### src/rtl/spi_pkg.sv
// Shared definitions for the SPI mode-0 master/slave pair.
package spi_pkg;

  typedef enum logic {
    ST_IDLE   = 1'b0,
    ST_ACTIVE = 1'b1
  } spi_state_e;

  localparam int SPI_WORD_W = 8;
  localparam logic [SPI_WORD_W-1:0] SPI_FILL_DEFAULT = 8'h00;

endpackage

### src/rtl/spi_mode0_slave_if.sv
// SPI wire side plus byte-level tx/rx handshake of the mode-0 slave.
// Optional build macro: SPI_SLAVE_FRAME_ERR_EN adds frame_err.
interface spi_mode0_slave_if;
  import spi_pkg::*;

  logic                  sclk;
  logic                  ss;
  logic                  mosi;
  logic                  miso;
  logic [SPI_WORD_W-1:0] tx_data;
  logic                  tx_load;
  logic                  tx_ready;
  logic [SPI_WORD_W-1:0] rx_data;
  logic                  rx_valid;
  logic                  busy;
  logic                  tx_underrun;
`ifdef SPI_SLAVE_FRAME_ERR_EN
  logic                  frame_err;
`endif

  modport slave (
    input  sclk, ss, mosi, tx_data, tx_load,
    output miso, tx_ready, rx_data, rx_valid, busy, tx_underrun
`ifdef SPI_SLAVE_FRAME_ERR_EN
    , output frame_err
`endif
  );

  modport master (
    output sclk, ss, mosi, tx_data, tx_load,
    input  miso, tx_ready, rx_data, rx_valid, busy, tx_underrun
`ifdef SPI_SLAVE_FRAME_ERR_EN
    , input frame_err
`endif
  );

endinterface

### src/rtl/spi_sync_edge.sv
// Multi-flop synchroniser for an async input with registered-history edge pulses.
module spi_sync_edge #(
  parameter int   STAGES  = 2,
  parameter logic RST_VAL = 1'b0
) (
  input  logic clk,
  input  logic rst,
  input  logic d_i,
  output logic q_o,
  output logic rise_o,
  output logic fall_o
);

  logic [STAGES-1:0] sync_q;
  logic              prev_q;

  always_ff @(posedge clk or posedge rst) begin
    if (rst) begin
      sync_q <= {STAGES{RST_VAL}};
      prev_q <= RST_VAL;
    end else begin
      sync_q <= {sync_q[STAGES-2:0], d_i};
      prev_q <= sync_q[STAGES-1];
    end
  end

  assign q_o    = sync_q[STAGES-1];
  assign rise_o = sync_q[STAGES-1] & ~prev_q;
  assign fall_o = ~sync_q[STAGES-1] & prev_q;

endmodule

### src/rtl/spi_mode0_slave.sv
// SPI mode-0 target: oversampled sclk/ss/mosi, MSB-first bytes, one-byte tx buffer.
// Optional build macro: SPI_SLAVE_FRAME_ERR_EN (frame_err pulse on aborted partial byte).
module spi_mode0_slave
  import spi_pkg::*;
#(
  parameter int                    SYNC_STAGES = 2,
  parameter logic [SPI_WORD_W-1:0] FILL_BYTE   = SPI_FILL_DEFAULT
) (
  input  logic                clk,
  input  logic                rst,
  spi_mode0_slave_if.slave    bus
);

  logic sclk_s, sclk_rise, sclk_fall;
  logic ss_s, ss_rise, ss_fall;
  logic [SYNC_STAGES-1:0] mosi_sync_q;
  logic mosi_s;

  spi_sync_edge #(.STAGES(SYNC_STAGES), .RST_VAL(1'b0)) u_sclk_sync (
    .clk(clk), .rst(rst), .d_i(bus.sclk),
    .q_o(sclk_s), .rise_o(sclk_rise), .fall_o(sclk_fall)
  );

  spi_sync_edge #(.STAGES(SYNC_STAGES), .RST_VAL(1'b1)) u_ss_sync (
    .clk(clk), .rst(rst), .d_i(bus.ss),
    .q_o(ss_s), .rise_o(ss_rise), .fall_o(ss_fall)
  );

  always_ff @(posedge clk or posedge rst) begin
    if (rst) mosi_sync_q <= '0;
    else     mosi_sync_q <= {mosi_sync_q[SYNC_STAGES-2:0], bus.mosi};
  end
  assign mosi_s = mosi_sync_q[SYNC_STAGES-1];

  spi_state_e            state_q;
  logic [2:0]            bit_cnt_q;
  logic [SPI_WORD_W-1:0] shift_in_q;
  logic [SPI_WORD_W-1:0] shift_out_q;
  logic [SPI_WORD_W-1:0] buf_q;
  logic [SPI_WORD_W-1:0] rx_data_q;
  logic                  miso_q;
  logic                  tx_ready_q;
  logic                  rx_valid_q;
  logic                  tx_underrun_q;
  logic                  byte_done_q;
`ifdef SPI_SLAVE_FRAME_ERR_EN
  logic                  bit_seen_q;
  logic                  frame_err_q;
`endif

  logic                  load_ok;
  logic                  consume;
  logic [SPI_WORD_W-1:0] next_byte;

  assign load_ok   = bus.tx_load & tx_ready_q;
  assign next_byte = tx_ready_q ? FILL_BYTE : buf_q;
  // A frame only starts with sclk at its mode-0 idle level; ss rise beats a same-cycle sclk fall.
  assign consume   = ((state_q == ST_IDLE) && ss_fall && !sclk_s) ||
                     ((state_q == ST_ACTIVE) && !ss_rise && sclk_fall && byte_done_q);

  always_ff @(posedge clk or posedge rst) begin
    if (rst) begin
      state_q       <= ST_IDLE;
      bit_cnt_q     <= 3'd7;
      shift_in_q    <= '0;
      shift_out_q   <= '0;
      buf_q         <= '0;
      rx_data_q     <= '0;
      miso_q        <= 1'b0;
      tx_ready_q    <= 1'b1;
      rx_valid_q    <= 1'b0;
      tx_underrun_q <= 1'b0;
      byte_done_q   <= 1'b0;
`ifdef SPI_SLAVE_FRAME_ERR_EN
      bit_seen_q    <= 1'b0;
      frame_err_q   <= 1'b0;
`endif
    end else begin
      rx_valid_q    <= 1'b0;
      tx_underrun_q <= 1'b0;
`ifdef SPI_SLAVE_FRAME_ERR_EN
      frame_err_q   <= 1'b0;
`endif
      if (load_ok) begin
        buf_q      <= bus.tx_data;
        tx_ready_q <= 1'b0;
      end
      // A byte loaded in the consuming cycle stays in the buffer for the next byte.
      if (consume) begin
        shift_out_q   <= next_byte;
        miso_q        <= next_byte[SPI_WORD_W-1];
        tx_underrun_q <= tx_ready_q;
        if (!load_ok) tx_ready_q <= 1'b1;
      end

      case (state_q)
        ST_IDLE: begin
          if (consume) begin
            state_q     <= ST_ACTIVE;
            bit_cnt_q   <= 3'd7;
            shift_in_q  <= '0;
            byte_done_q <= 1'b0;
`ifdef SPI_SLAVE_FRAME_ERR_EN
            bit_seen_q  <= 1'b0;
`endif
          end
        end
        ST_ACTIVE: begin
          if (ss_rise) begin
            state_q     <= ST_IDLE;
            miso_q      <= 1'b0;
            bit_cnt_q   <= 3'd7;
            shift_in_q  <= '0;
            byte_done_q <= 1'b0;
`ifdef SPI_SLAVE_FRAME_ERR_EN
            frame_err_q <= bit_seen_q & ~byte_done_q;
            bit_seen_q  <= 1'b0;
`endif
          end else if (sclk_rise) begin
            shift_in_q <= {shift_in_q[SPI_WORD_W-2:0], mosi_s};
`ifdef SPI_SLAVE_FRAME_ERR_EN
            bit_seen_q <= 1'b1;
`endif
            if (bit_cnt_q == 3'd0) begin
              rx_data_q   <= {shift_in_q[SPI_WORD_W-2:0], mosi_s};
              rx_valid_q  <= 1'b1;
              byte_done_q <= 1'b1;
            end
          end else if (sclk_fall) begin
            if (byte_done_q) begin
              bit_cnt_q   <= 3'd7;
              byte_done_q <= 1'b0;
`ifdef SPI_SLAVE_FRAME_ERR_EN
              bit_seen_q  <= 1'b0;
`endif
            end else if (bit_cnt_q != 3'd0) begin
              bit_cnt_q   <= bit_cnt_q - 3'd1;
              shift_out_q <= {shift_out_q[SPI_WORD_W-2:0], 1'b0};
              miso_q      <= shift_out_q[SPI_WORD_W-2];
            end
          end
        end
        default: state_q <= ST_IDLE;
      endcase
    end
  end

  assign bus.miso        = miso_q;
  assign bus.tx_ready    = tx_ready_q;
  assign bus.rx_data     = rx_data_q;
  assign bus.rx_valid    = rx_valid_q;
  assign bus.busy        = ~ss_s;
  assign bus.tx_underrun = tx_underrun_q;
`ifdef SPI_SLAVE_FRAME_ERR_EN
  assign bus.frame_err   = frame_err_q;
`endif

endmodule

### src/flat_wrapper.sv
// flat-port wrapper written by rule: the top's interface ports become plain ports
module spi_mode0_slave_flat import spi_pkg::*;
#(
  parameter int                    SYNC_STAGES = 2,
  parameter logic [SPI_WORD_W-1:0] FILL_BYTE   = SPI_FILL_DEFAULT
)
  (clk, rst, bus_sclk, bus_ss, bus_mosi, bus_tx_data, bus_tx_load, bus_miso, bus_tx_ready, bus_rx_data, bus_rx_valid, bus_busy, bus_tx_underrun);
  spi_mode0_slave_if bus_i ();
  input  logic clk;
  input  logic rst;
  input wire logic [$bits(bus_i.sclk)-1:0] bus_sclk;
  input wire logic [$bits(bus_i.ss)-1:0] bus_ss;
  input wire logic [$bits(bus_i.mosi)-1:0] bus_mosi;
  input wire logic [$bits(bus_i.tx_data)-1:0] bus_tx_data;
  input wire logic [$bits(bus_i.tx_load)-1:0] bus_tx_load;
  output wire logic [$bits(bus_i.miso)-1:0] bus_miso;
  output wire logic [$bits(bus_i.tx_ready)-1:0] bus_tx_ready;
  output wire logic [$bits(bus_i.rx_data)-1:0] bus_rx_data;
  output wire logic [$bits(bus_i.rx_valid)-1:0] bus_rx_valid;
  output wire logic [$bits(bus_i.busy)-1:0] bus_busy;
  output wire logic [$bits(bus_i.tx_underrun)-1:0] bus_tx_underrun;
  assign bus_i.sclk = bus_sclk;
  assign bus_i.ss = bus_ss;
  assign bus_i.mosi = bus_mosi;
  assign bus_i.tx_data = bus_tx_data;
  assign bus_i.tx_load = bus_tx_load;
  assign bus_miso = bus_i.miso;
  assign bus_tx_ready = bus_i.tx_ready;
  assign bus_rx_data = bus_i.rx_data;
  assign bus_rx_valid = bus_i.rx_valid;
  assign bus_busy = bus_i.busy;
  assign bus_tx_underrun = bus_i.tx_underrun;
  spi_mode0_slave #(.SYNC_STAGES(SYNC_STAGES), .FILL_BYTE(FILL_BYTE)) u_core (.clk(clk), .rst(rst), .bus(bus_i));
endmodule
### config.mk
export PLATFORM = sky130hd
export DESIGN_NAME = spi_mode0_slave_flat
export DESIGN_NICKNAME = d
export VERILOG_FILES = /design/src/rtl/spi_pkg.sv /design/src/rtl/spi_mode0_slave_if.sv /design/src/rtl/spi_sync_edge.sv /design/src/rtl/spi_mode0_slave.sv /design/src/flat_wrapper.sv
export SDC_FILE = /design/constraint.sdc
export NUM_CORES = 1
export LEC_CHECK = 0
export ABC_AREA = 1
export CAP_MARGIN = 20
export CELL_PAD_IN_SITES_DETAIL_PLACEMENT = 1
export CELL_PAD_IN_SITES_GLOBAL_PLACEMENT = 2
export CORE_MARGIN = 1
export CORE_UTILIZATION = 30
export CTS_CLUSTER_DIAMETER = 50
export DETAILED_ROUTE_END_ITERATION = 8
export PLACE_DENSITY = 0.78
export SLEW_MARGIN = 5
export SYNTH_ARGS = -nofsm -noshare
export SYNTH_HDL_FRONTEND = slang
export SYNTH_SLANG_ARGS = --single-unit
### constraint.sdc
create_clock -name clk -period 1.4 [get_ports clk]
set_input_delay 0.28 -clock clk [delete_from_list [all_inputs] [get_ports clk]]
set_output_delay 0.28 -clock clk [all_outputs]
set_load 0.005 [all_outputs]
Word-level counts from Yosys, hierarchy flattened
Index checks and enable logic that the tools add are counted.
{"block": "op_classes", "addsub": 1, "multipliers": 0, "shifts": 0, "n_div": 0, "n_reduce_logical": 14, "n_eq_ne": 7, "magnitude_cmp": 0, "bitwise": 11, "muxes": 43}
{"op": "two-way mux 8 bit", "count": 8}
{"op": "two-way mux 1 bit", "count": 22}
{"op": "two-way mux 7 bit", "count": 3}
{"op": "two-way mux 3 bit", "count": 6}
{"op": "one-hot mux 7 bit (2 select lines)", "count": 1}
{"op": "AND reduction 4 bit", "count": 2}
{"op": "inequality test 3 x 1 -> 1 bit, second input constant", "count": 2}
{"op": "inverter 1 bit", "count": 6}
{"op": "one-hot mux 3 bit (2 select lines)", "count": 1}
{"op": "AND 1 bit", "count": 5}
{"op": "logical AND 1 bit", "count": 5}
{"op": "inequality test 4 x 1 -> 1 bit, second input constant", "count": 1}
{"op": "inequality test 4 x 3 -> 1 bit, second input constant", "count": 1}
{"op": "inequality test 4 bit, second input constant", "count": 1}
{"op": "one-hot mux 1 bit (2 select lines)", "count": 2}
{"op": "zero test 3 bit", "count": 1}
{"op": "inequality test 3 bit, second input constant", "count": 1}
{"op": "AND reduction 3 bit", "count": 1}
{"op": "nonzero test 3 bit", "count": 1}
{"op": "subtractor 3 x 1 -> 3 bit, second input constant", "count": 1}
{"op": "zero test 1 bit", "count": 2}
{"op": "inequality test 2 x 1 -> 1 bit, second input constant", "count": 1}
{"op": "AND reduction 2 bit", "count": 1}
{"op": "logical OR 1 bit", "count": 1}
{"block": "word_totals", "memories": 0, "latch_bits": 0, "romBits": 0, "ramBits": 0, "ff_bits": 48, "inputBits": 14}

Depth between registers and ports, before layout
Gate-level depths: netlist of run 1.
{"block": "logic_depth", "word_depth": 14, "ltp_mapped": 10, "ltp_nobuf": 9}

Modules after synthesis
A second synthesis of run 1 with hierarchy kept.
{"block": "hier_totals", "cells_unflattened": 219, "area_unflattened_um2": 2100.8}
{"mod": "spi_mode0_slave", "cells_per_inst": 203, "area_each_um2": 1909.3, "n_inst": 1, "seq_area_each_um2": 1031.0}
{"mod": "spi_sync_edge (u_core.u_ss_sync)", "cells_per_inst": 8, "area_each_um2": 97.6, "n_inst": 1, "seq_area_each_um2": 78.8}
{"mod": "spi_sync_edge (u_core.u_sclk_sync)", "cells_per_inst": 8, "area_each_um2": 93.8, "n_inst": 1, "seq_area_each_um2": 75.1}

Worst setup path after synthesis of run 1
No wires, ideal clock.
{"block": "synth_path", "path_kind": "register -> register", "startpoint": "register u_core.bit_cnt_q[0]", "endpoint": "register u_core.shift_out_q[1]", "required_ns": 1.283, "arrival_ns": 1.368, "path_stages_with_launch": 8, "path_slack_ns": -0.085, "setup_time_ns": 0.117, "cell_sequence": "dfstp_2 -> inv_1 -> ha_1 -> a21oi_1 -> nand3_2 -> buf_6 -> nor2_1 -> nor2_1"}
{"block": "synth_via", "elab_chain_cells": 7}
{"item": "from (decl)", "line_no": "spi_mode0_slave.sv:36", "source": "logic [2:0] bit_cnt_q;"}
{"item": "from (signal assigned)", "line_no": "spi_mode0_slave.sv:137", "source": "bit_cnt_q <= bit_cnt_q - 3'd1;"}
{"item": "nonzero test 3 bit", "line_no": "spi_mode0_slave.sv:136", "source": "end else if (bit_cnt_q != 3'd0) begin"}
{"item": "two-way mux 8 bit", "line_no": "spi_mode0_slave.sv:136"}
{"item": "two-way mux 8 bit", "line_no": "spi_mode0_slave.sv:130", "source": "if (byte_done_q) begin"}
{"item": "two-way mux 8 bit", "line_no": "spi_mode0_slave.sv:129", "source": "end else if (sclk_fall) begin"}
{"item": "two-way mux 8 bit", "line_no": "spi_mode0_slave.sv:119", "source": "end else if (sclk_rise) begin"}
{"item": "two-way mux 8 bit", "line_no": "spi_mode0_slave.sv:109", "source": "if (ss_rise) begin"}
{"item": "two-way mux 8 bit", "line_no": "spi_mode0_slave.sv:96", "source": "case (state_q)"}
{"item": "to (signal assigned)", "line_no": "spi_mode0_slave.sv:90", "source": "shift_out_q <= next_byte;"}
{"item": "to (signal assigned)", "line_no": "spi_mode0_slave.sv:138", "source": "shift_out_q <= {shift_out_q[SPI_WORD_W-2:0], 1'b0};"}
{"item": "to (decl)", "line_no": "spi_mode0_slave.sv:38", "source": "logic [SPI_WORD_W-1:0] shift_out_q;"}
No other way between the ends.
A chain may end at the register's enable or synchronous reset.

Worst setup path after layout of run 1
{"block": "layout_path", "startpoint": "register u_core.bit_cnt_q[1]", "endpoint": "register u_core.shift_out_q[5]"}
The elaborated chain is that of the path after synthesis.

==> results of run 1 <==
## worst max-delay path, stage by stage (launching register included)
cell	delay, ns
sky130_fd_sc_hd__dfstp_2	0.54
sky130_fd_sc_hd__inv_2	0.05
sky130_fd_sc_hd__ha_4	0.16
sky130_fd_sc_hd__a21oi_4	0.15
sky130_fd_sc_hd__buf_6	0.14
sky130_fd_sc_hd__nand3_4	0.14
sky130_fd_sc_hd__nor2_1	0.13
sky130_fd_sc_hd__nor2_1	0.06
## routing by layer
layer | vias to the layer above | track usage (%) | routed length [µm]
met2 | 26 | 23.2 | 2420
met3 | 9 | 2.41 | 134
met1 | 812 | 20.1 | 2320
met5 | - | 0 | 0
met4 | 0 | 6.06 | 101
li1 | 842 | - | -
## what timing repair did
action,in CTS,in global routing
gates cloned,2,0
gates resized for setup,42,21
pin swaps,11,7
endpoints found under the setup margin,34,30
setup buffers,5,3
## registers in the layout (all words and copies together) (netlist names)
register / cells
u_core.mosi_sync_q: 2
u_core.u_sclk_sync.prev_q: 1
u_core.u_ss_sync.sync_q: 2
u_core.bus.tx_underrun: 1
u_core.shift_out_q: 7
u_core.bus.miso: 1
u_core.u_sclk_sync.sync_q: 2
u_core.buf_q: 8
u_core.byte_done_q: 1
u_core.u_ss_sync.prev_q: 1
u_core.bus.rx_data: 8
u_core.bus.rx_valid: 1
u_core.bit_cnt_q: 3
u_core.state_q: 1
u_core.shift_in_q: 7
u_core.bus.tx_ready: 1
## cells in the final DEF, fill, tap and decap left out, types with 8 or more instances in the layout
cell type                         netlist  routed
sky130_fd_sc_hd__buf_4                  0      18
sky130_fd_sc_hd__clkdlybuf4s50_1        0      13
sky130_fd_sc_hd__dfrtp_1               40      40
sky130_fd_sc_hd__dlygate4sd2_1          0      12
sky130_fd_sc_hd__inv_1                 22      14
sky130_fd_sc_hd__inv_2                  3      10
sky130_fd_sc_hd__nand2_1               74      69
sky130_fd_sc_hd__nand3_1               17      13
sky130_fd_sc_hd__nor2_1                25      16
sky130_fd_sc_hd__nor2_2                 1       8
## worst min-delay path by stage
stage          cells past startpoint                                     end  slack (ns)
2_1_floorplan                      0    u_core.u_ss_sync.sync_q[0]$_DFF_PP1_        0.28
3_3_place_gp                       0  u_core.u_sclk_sync.sync_q[1]$_DFF_PP0_        0.33
3_5_place_dp                       0         u_core.mosi_sync_q[1]$_DFF_PP0_        0.34
4_1_cts                            3        u_core.bus.tx_underrun$_DFF_PP0_        0.34
5_1_grt                            3         u_core.shift_out_q[0]$_DFF_PP0_        0.36
6_report                           3         u_core.mosi_sync_q[0]$_DFF_PP0_        0.32
## where the power goes
group          switching [W]  internal [W]  leakage [nW]  total [W]
logic               0.000667      0.000510         0.790    0.00118
clock network       0.000447      0.000451        0.0515   0.000899
registers           0.000206       0.00171         0.595    0.00191
## kinds of logic (layout without fill, tap and decap cells)
family	after synthesis	count (layout)	share of synthesized area (%)
adders and majority gates	4	4	2.37
and+or+nand+nor	127	128	26.6
AOI/OAI and AO/OA	26	26	7.46
buffers and inverters	32	84	7.46
DFF	47	47	56.1
## cells in the mapped netlist
| master | number | area (µm²) |
|---|---|---|
| sky130_fd_sc_hd__dfrtp_1 | 40 | 1000 |
| sky130_fd_sc_hd__a21oi_1 | 10 | 50.1 |
| sky130_fd_sc_hd__nand3_2 | 3 | 30.0 |
| sky130_fd_sc_hd__buf_6 | 5 | 56.3 |
| sky130_fd_sc_hd__nand2_1 | 74 | 278 |
| sky130_fd_sc_hd__nor2_4 | 1 | 11.3 |
| sky130_fd_sc_hd__dfstp_2 | 7 | 184 |
| sky130_fd_sc_hd__nand4_1 | 1 | 6.26 |
| sky130_fd_sc_hd__o21ai_0 | 8 | 40.0 |
| sky130_fd_sc_hd__nand2_2 | 1 | 6.26 |
| sky130_fd_sc_hd__a31oi_1 | 1 | 6.26 |
| sky130_fd_sc_hd__clkinv_1 | 2 | 7.51 |
| sky130_fd_sc_hd__inv_2 | 3 | 11.3 |
| sky130_fd_sc_hd__inv_1 | 22 | 82.6 |
| sky130_fd_sc_hd__o21ai_2 | 7 | 61.3 |
| sky130_fd_sc_hd__ha_1 | 4 | 50.1 |
| sky130_fd_sc_hd__nand3b_1 | 1 | 7.51 |
| sky130_fd_sc_hd__nor2_2 | 1 | 6.26 |
| sky130_fd_sc_hd__nor3_4 | 1 | 16.3 |
| sky130_fd_sc_hd__nand3_1 | 17 | 85.1 |
| sky130_fd_sc_hd__nor2_1 | 25 | 93.8 |
| sky130_fd_sc_hd__nand2_4 | 2 | 22.5 |
## final cells by class
type | count | area share (%)
multi-input combinational | 158 | 32.2
timing repair buffer | 49 | 16.0
tap | 96 | 4.12
sequential | 47 | 40.7
inverter | 27 | 3.57
clock buffer | 8 | 3.44
## stage by stage
step                cell area (µm²)  setup TNS [ns]
finish                         2910          -0.463
global placement               2570           -1.66
CTS                            2830          -0.517
global route                   2910           -2.58
floorplan                      2120               0
detailed placement             2570           -1.79
==> qor.yml, run 1 <==
cts-root-buf: "sky130_fd_sc_hd__clkbuf_8"
ioPinCount: 27
tritoncts: "built"
final_net_count: 306
crit_fanout: 7
grt_setup_unrepaired: "true"
dieArea_mm2: 0.00738
maxCapViolations: 0
timing.fmax_ghz: 0.678
postSynthAreaPerCell_um2: 8.95
finalWorstPathRequiredPeriod_ns: 1.48
worst_min_path_class: "in -> async"
cts_hold_buffers: 0
critical_path.startpoint: "u_core.bit_cnt_q[1]$_DFFE_PP1P_"
floorplan.initialDensity_pct: 31.1
cts_num_sinks: 47
detail_route.vias_per_cell: 4.39
number_of_global_route_vias_before_repair: 1736
antenna_cells_inserted: 0
numCtsBuffers: 5
grt_antenna_before_repair: 0
run_status: "finished with violations"
seqCellArea_mm2: 0.00118
postRouteWirelength_um: 4980
layout_cells_excl_fill: 385
worstMarginPinSlew_ns: 0.308
dp_cells: 367
synthesized_cell_area_mm2: 0.00211
drt_pre_antenna_iters: 4
startpoint_to_endpoint_class_of_the_critical_path: "reg -> reg"
rrSetupSlack_ns: -0.08
htreeDepth: 2
postSynthCellCount: 236
p_per_area_mw_per_mm2: 1370
placeableCoreArea_mm2: 0.00679
area_delta_synth_final_pct: 37.8
fp.dieH_um: 85.9
share_of_the_yosys_chip_area_belonging_to_registers_pct: 56.1
gp_routability_congestion: 0.718
remaining_number_of_nets_flagged_by_the_antenna_check_after_routing: 0
worst_reg_to_reg_cells: 7
max-slew-margin-rel_pct: 79.3
layout-drive-gt1-share_pct: 32.5
static-leakage-power_nw: 1.44
arrival_ns: 1.67
synth_cell_types: 22
rows: 30
globalRoute.totalOverflow: 0
launching_point_of_the_worst_reg2reg_path: "u_core.bit_cnt_q[1]$_DFFE_PP1P_"
dieWidth_um: 85.9
worstSetupEndpoint: "u_core.shift_out_q[5]$_DFF_PP0_"
drc: 0
detail_route.iter0.violations: 78
worst_setup_path_end_kind: "flip-flop"
final_util_pct: 42.9
grt.total_usage_pct: 14.7
synth-warning-count: 0
maximum_number_of_buffers_from_clock_root_to_sink: 2
report.final.hold_viol_count: 0
setup_viol: 16
crit_required_ns: 1.59
clock_skew_ns: 0.00210
total_power_w: 0.00399
first_pass_grt_wire_length_um: 8460
power.ir.vdd_worst_mv: 0.557
place_worst_setup_slack_ns: -0.153
synth.ff_latch_count: 47
numPortBuffers: 26
final.setup.worst_slack_ns: -0.0756
hold_slack_ns: 0.322
final_period_utilization_pct: 105
combined_area_of_the_multi_input_logic_cells_um2: 938
detailedPlacementHpwl_um: 3060
clk_latency_ns: 0.30
vias: 1689
wl_per_cell_um: 12.9
failed_checks: "negative setup slack"
maximum_number_of_pins_on_one_net_before_global_route_repair: 48
timing.critical_path.from_type: "flip-flop"
report.final.slew_viol_count: 0
clk_pin_slew_ns: 0.08
filler_cell_count: 801
reg2reg_to: "u_core.shift_out_q[5]$_DFF_PP0_"
synth_fp_nets: 254
No activity file was read; power rests on OpenSTA's default activity.
==> inputs of run 2 (changes only) <==
--- a/config.mk
+++ b/config.mk
@@ -5,12 +5,11 @@
 export SDC_FILE = /design/constraint.sdc
 export NUM_CORES = 1
 export LEC_CHECK = 0
-export ABC_AREA = 1
 export CAP_MARGIN = 20
 export CELL_PAD_IN_SITES_DETAIL_PLACEMENT = 1
 export CELL_PAD_IN_SITES_GLOBAL_PLACEMENT = 2
 export CORE_MARGIN = 1
-export CORE_UTILIZATION = 30
+export CORE_UTILIZATION = 33
 export CTS_CLUSTER_DIAMETER = 50
 export DETAILED_ROUTE_END_ITERATION = 8
 export PLACE_DENSITY = 0.78
==> qor.yml, run 2 <==
run_status: "finished with violations"
failed_checks: "negative setup slack"
startpoint_to_endpoint_class_of_the_critical_path: "reg -> reg"
critical_path.n_buffers_inverters: 2
worst_min_path_class: "in -> async"
worstMarginPinSlew_ns: 0.385
maximum_number_of_pins_on_one_net_before_global_route_repair: 48
remaining_number_of_nets_flagged_by_the_antenna_check_after_routing: 0
gp_routability_congestion: 0.789
report.final.hold_viol_count: 0
wl_per_cell_um: 18.4
combined_area_of_the_multi_input_logic_cells_um2: 918
antenna_cells_inserted: 0
maximum_number_of_buffers_from_clock_root_to_sink: 2
synth_cell_types: 32
clk_pin_slew_ns: 0.09
place_worst_setup_slack_ns: -0.416
dieArea_mm2: 0.00637
cell_type_contributing_the_most_total_cell_area_after_synthesis: "sky130_fd_sc_hd__dfrtp_1"
fp.dieH_um: 79.8
detailedPlacementHpwl_um: 3110
floorplan.initialDensity_pct: 35.2
layout-drive-gt1-share_pct: 46.8
rows: 27
series_of_cell_instances_along_the_critical_path: "ha_4, buf_6, nor3b_4, nand4_1, buf_6, a31oi_1"
cts_hold_buffers: 0
synth_fp_nets: 176
postSynthCellCount: 158
synth.top_cells.by_count: "40 x sky130_fd_sc_hd__dfrtp_1, 16 x sky130_fd_sc_hd__mux2_2, 12 x sky130_fd_sc_hd__nand2_1"
setup_viol: 29
tritoncts: "built"
yosysTopAreaCellShare_pct: 50.1
synth.most_common_cell: "sky130_fd_sc_hd__dfrtp_1"
drc: 0
arrival_ns: 2.06
timing.critical_path.from_type: "flip-flop"
grt_setup_unrepaired: "true"
detail_route.vias_per_cell: 5.02
crit_top_cell: "sky130_fd_sc_hd__buf_6"
ys_async_sr_fraction_pct: 100
worst_setup_path_end_kind: "flip-flop"
first_pass_grt_wire_length_um: 8110
filler_cell_count: 580
timing.fmax_ghz: 0.540
switching_share_of_total_power_pct: 27.5
synth_edf_count: 0
p_per_area_mw_per_mm2: 1190
seqCellArea_mm2: 0.00119
vias: 1521
crit_fanout: 8
power.sequential.fraction_pct: 49.4
clk_latency_ns: 0.30
drt_pre_antenna_iters: 4
share_of_the_yosys_chip_area_belonging_to_registers_pct: 59.3
cts-root-buf: "sky130_fd_sc_hd__clkbuf_8"
maxCapViolations: 0
final_period_utilization_pct: 132
final_net_count: 248
static-leakage-power_nw: 1.45
htreeDepth: 2
dieWidth_um: 79.8
final.setup.worst_slack_ns: -0.451
clock_skew_ns: 0.00535
worst_path_max_delay_cell: "sky130_fd_sc_hd__dfrtp_2"
layout_commonest_cell: "sky130_fd_sc_hd__dfrtp_1"
ys.flop_type: "sky130_fd_sc_hd__dfrtp_1"
detail_route.iter0.violations: 71
ioPinCount: 27
cts_num_sinks: 47
synth.ff_latch_count: 47
crit_required_ns: 1.61
numCtsBuffers: 5
postSynthAreaPerCell_um2: 12.6
slowest_delay_ns: 0.48
power.ir.vdd_worst_mv: 0.526
cell_internal_pwr_w: 0.00261
comb_power_share_pct: 20.8
commonest_cells_after_routing_fill_and_taps_aside: "39 x sky130_fd_sc_hd__dfrtp_1, 30 x sky130_fd_sc_hd__buf_4, 15 x sky130_fd_sc_hd__buf_6"
final_util_pct: 53.3
placed_area_mm2: 0.00253
grt_antenna_before_repair: 0
area_delta_synth_final_pct: 51.5
synth-warning-count: 0
synthTopCellsByArea: "sky130_fd_sc_hd__dfrtp_1 50%, sky130_fd_sc_hd__dfstp_2 9.2%, sky130_fd_sc_hd__mux2_2 9.0%"
rrSetupSlack_ns: -0.45
number_of_global_route_vias_before_repair: 1692
postRouteWirelength_um: 5580
stdcell_area_mm2: 0.00303
placeableCoreArea_mm2: 0.00568
synthesized_cell_area_mm2: 0.00200
numPortBuffers: 26
report.final.slew_viol_count: 0
critPathTopFamily: "simple AND/OR/NAND/NOR gates"
net-switching-power_w: 0.000991
grt.total_usage_pct: 17.1
finalWorstPathRequiredPeriod_ns: 1.85
total_power_w: 0.00360
globalRoute.totalOverflow: 0
pwr-share-clk_pct: 29.8
max-slew-margin-rel_pct: 74.0
==> run 2: what timing repair did <==
| item | CTS | global route |
|---|---|---|
| cloned | 0 | 2 |
| setup endpoints to repair | 42 | 31 |
| buffers inserted | 16 | 8 |
| resized for setup | 32 | 33 |
| pin swaps | 9 | 8 |
==> run 2: stage by stage <==
| step | hold slack [ns] | cells | setup TNS, ns |
|---|---|---|---|
| final | 0.302 | 303 | -6.21 |
| after global routing | 0.340 | 303 | -7.90 |
| after CTS | 0.321 | 293 | -4.74 |
| after detailed placement | 0.347 | 269 | -7.34 |
| after global placement | 0.332 | 269 | -5.65 |
| after floorplan | 0.284 | 158 | -3.35 |
==> run 2: routing by layer <==
layer / share of wire (%) / global-route usage (%) / wire length [µm]
met1: 39 / 19.5 / 2150
met2: 57 / 31.1 / 3190
met3: 2.5 / 3.43 / 140
met4: 1.7 / 6.96 / 95
met5: 0 / 0 / 0
==> run 2: power by group through the flow <==
stage / combinational, W / sequential [W] / clock [W]
floorplan: 0.000381 / 0.00172 / 0
global placement: 0.000537 / 0.00175 / 0
detailed placement: 0.000575 / 0.00178 / 0
CTS: 0.000651 / 0.00175 / 0.00110
global route: 0.000817 / 0.00180 / 0.00115
finish: 0.000750 / 0.00178 / 0.00107
==> run 2: cell type report <==
cell class                 count  area share (%)
inverter                      10            1.32
clock buffer                   6            2.73
clock inverter                 2            1.28
tap                           72            2.98
multi-input combinational     94            30.4
timing repair buffer          72            22.1
sequential                    47            39.2
==> run 2: final timing paths <==
check	startpoint	end	depth (start not counted)
max reg2reg	u_core.u_sclk_sync.sync_q[1]$_DFF_PP0_	u_core.shift_out_q[6]$_DFF_PP0_	6
max in group asynchronous	rst	u_core.bus.tx_ready$_DFF_PP1_	3
min	rst	u_core.mosi_sync_q[0]$_DFF_PP0_	3
min reg2reg	u_core.mosi_sync_q[0]$_DFF_PP0_	u_core.mosi_sync_q[1]$_DFF_PP0_	0
min in group clk	u_core.mosi_sync_q[0]$_DFF_PP0_	u_core.mosi_sync_q[1]$_DFF_PP0_	0
max	u_core.u_sclk_sync.sync_q[1]$_DFF_PP0_	u_core.shift_out_q[6]$_DFF_PP0_	6
==> run 2: cells by family after synthesis <==
group	share of synthesized area (%)
flops	59.3
simple gates	12.7
compound gates	11.3
mux	10.0
buf+inv	4.20
fa+ha+maj	2.51
==> run 2: worst min-delay path, stage by stage <==
cell                              delay (ns)
sky130_fd_sc_hd__clkdlybuf4s50_1        0.40
sky130_fd_sc_hd__clkinv_1               0.07
sky130_fd_sc_hd__buf_12                 0.25
==> edit, RTL diff (flow settings as in run 1) <==
Make the reset (`rst`) synchronous in 3 clocked blocks. Comments in the files are not updated.
--- a/src/rtl/spi_sync_edge.sv
+++ b/src/rtl/spi_sync_edge.sv
@@ -14,7 +14,7 @@
   logic [STAGES-1:0] sync_q;
   logic              prev_q;
 
-  always_ff @(posedge clk or posedge rst) begin
+  always_ff @(posedge clk) begin
     if (rst) begin
       sync_q <= {STAGES{RST_VAL}};
       prev_q <= RST_VAL;
--- a/src/rtl/spi_mode0_slave.sv
+++ b/src/rtl/spi_mode0_slave.sv
@@ -26,7 +26,7 @@
     .q_o(ss_s), .rise_o(ss_rise), .fall_o(ss_fall)
   );
 
-  always_ff @(posedge clk or posedge rst) begin
+  always_ff @(posedge clk) begin
     if (rst) mosi_sync_q <= '0;
     else     mosi_sync_q <= {mosi_sync_q[SYNC_STAGES-2:0], bus.mosi};
   end
@@ -58,7 +58,7 @@
   assign consume   = ((state_q == ST_IDLE) && ss_fall && !sclk_s) ||
                      ((state_q == ST_ACTIVE) && !ss_rise && sclk_fall && byte_done_q);
 
-  always_ff @(posedge clk or posedge rst) begin
+  always_ff @(posedge clk) begin
     if (rst) begin
       state_q       <= ST_IDLE;
       bit_cnt_q     <= 3'd7;
Behaviour: differs if rst is asserted again (counterexample within 4 cycles, from zero or initial values and one cycle with rst high); with rst held inactive, the same outputs for 10 cycles.
==> edit against run 1 <==
- wire length decreased by 9.5%
- sequential cell count did not move
- area after synthesis down 6.3%
- critical path type unchanged
- final area fell by 5.2%
- setup slack improved by 130 ps
- non-clock buffer count up 4
Power is not compared: it rests on default switching activity, and its combinational part moved more than twofold at a synthesized area within 25%.
==> edit: results (changes against run 1) <==
| Metric | Value |
|---|---|
| Post-place instance area | `0.002482 mm^2 (was 0.002574 mm^2)` |
| Largest net degree at the start of global routing | `22 (was 48)` |
| Distinct cells, synth | `26 (was 22)` |
| CTS Buffer Depth | `2 (unchanged)` |
| Worst-margin pin slew | `327.1 ps (was 308.0 ps)` |
| Crit path max fanout | `13 (was 7)` |
| Total number of vias | `1782 (was 1689)` |
| Layout cells sized above 1 | `27.78% (was 32.53%)` |
| Fillers | `737 (was 801)` |
| Syn Area/Cell | `7.762 um^2 (was 8.955 um^2)` |
| Port Buffers | `26 (unchanged)` |
| Layout net count | `324 (was 306)` |
| Run status | `complete, no violations (was finished, violations left)` |
| Register area | `958.4 um^2 (was 0.001185 mm^2)` |
| Post-synth ARST share | `0% (was 100.0%)` |
| Pleak | `roughly 1.3 nW` |
| Synth Flop Type | `dfxtp_1 (was dfrtp_1)` |
| Htree depth | `2 (unchanged)` |
| Wire length of the first global-routing pass | `7.838 mm (was 8.459 mm)` |
| Cells after DPL | `371 (was 367)` |
| Sequential-to-total area share from yosys stat | `47.53% (was 56.07%)` |
| Path type of the worst min-delay path | `reg2reg (was in2async)` |
| DR vias/cell | `4.653 (was 4.387)` |
| Routability congestion estimate from global placement | `0.6856 (was 0.7182)` |
| Clk pin slew, worst setup/hold paths | `80 ps (about the same)` |
| Top cells by count, synth | `dfxtp_1 (47), nand2_1 (41), nor2_1 (37) (was nand2_1 (74), dfrtp_1 (40), nor2_1 (25))` |
| Critical Path AT | `1540 ps (was 1670 ps)` |
| Root buf cell | `clkbuf_8 (unchanged)` |
| CTS Buf Count | `5 (unchanged)` |
| HPWL after detailed placement | `3.208 mm (was 3.057 mm)` |
| WL final | `4.504 mm (was 4.975 mm)` |
| Number of DRC markers in iteration 0 | `44 (was 78)` |
| Syn Nets | `273 (was 254)` |
| VDD IR-drop max | `490.3 uV` |
| Clock Skew | `4.179 ps (was 2.098 ps)` |
| Total global-route track usage | `13.83% (was 14.71%)` |
| Top post-synthesis cells by area | `dfxtp_1 (48%), nand2_1 (7.8%), nor2_1 (7.0%) (was dfrtp_1 (47%), nand2_1 (13%), dfstp_2 (8.7%))` |
[edit: cell count changes after synthesis, moves of 9 or more]
cell / run 1 / this run
a21oi_1: 10 / 25
nand2_1: 74 / 41
nand3_1: 17 / 26
dfrtp_1: 40 / 0
dfxtp_1: 0 / 47
nor2_1: 25 / 37
[edit: area by class of cell]
type	count	area share (%)
inverters	28	4.076
clock buffers	6	2.627
repair buffers	53	18.21
clock inverters	1	1.087
well taps	77	3.487
flip-flops and latches	47	34.69
multi-input cells	171	35.82
[edit: stage by stage]
step	hold WS [ps]	setup slack, ps	TNS, ps	power (mW)	utilization, %
floorplan	383.8	71.02	0	1.585	-
global placement	391.0	-28.78	-212.1	1.711	39.09
detailed placement	400.1	-132.7	-675.1	1.718	39.09
CTS	413.1	1.118	0	2.698	41.44
global route	420.3	-23.00	-111.0	2.821	43.51
finish	406.6	57.85	0	2.684	43.51
[edit: critical path, cell delays in order, from the launching register on]
cell and delay [ps]:
dfxtp_2 340, buf_4 130, ha_4 170, nor2_4 80, nand3_2 110, nor2_4 160
inv_6 80, o21ai_1 120, nor2_1 60
[edit: routing by layer]
| layer | track usage (%) | up-vias | routed length [um] |
|---|---|---|---|
| met5 | 0 | - | 0 |
| li1 | - | 919 | - |
| met2 | 24.07 | 25 | 2162 |
| met1 | 16.62 | 832 | 2142 |
| met4 | 5.172 | 0 | 65 |
| met3 | 2.982 | 6 | 133 |
[edit: power by group]
group          leakage [nW]  internal, mW  switching, mW
logic                 0.834         0.150          0.154
clock network        0.0513         0.524          0.442
registers             0.386          1.38         0.0291
total                  1.27          2.06          0.625
[edit: kinds of logic (layout without fill, tap and decap cells)]
| family | count (synthesis) | after routing | share of synthesized area [%] |
|---|---|---|---|
| AO/OA/AOI/OAI | 49 | 49 | 13.46 |
| XOR/XNOR | 1 | 1 | 0.4426 |
| adder cells (fa/ha/maj) | 4 | 4 | 2.529 |
| buffers and inverters | 37 | 88 | 8.154 |
| flip-flops | 47 | 47 | 47.53 |
| AND/OR/NAND/NOR | 117 | 117 | 27.88 |
[edit: what timing repair did]
action / 4_1_cts / 5_1_grt
resized for setup: 30 / 35
hold buffers: 0 / 0
gates cloned: 0 / 1
pin swaps: 3 / 12
setup endpoints to repair: 25 / 25
buffers inserted: 2 / 2
[edit: final timing paths]
kind	from	end	slack, ps	depth (start not counted)
setup / recovery	u_core.u_sclk_sync.sync_q[1]	u_core.shift_out_q[5]	60	8
hold reg to reg	u_core.u_sclk_sync.sync_q[0]	u_core.u_sclk_sync.sync_q[1]	410	2
hold / removal	u_core.u_sclk_sync.sync_q[0]	u_core.u_sclk_sync.sync_q[1]	410	2
setup reg to reg	u_core.u_sclk_sync.sync_q[1]	u_core.shift_out_q[5]	60	8
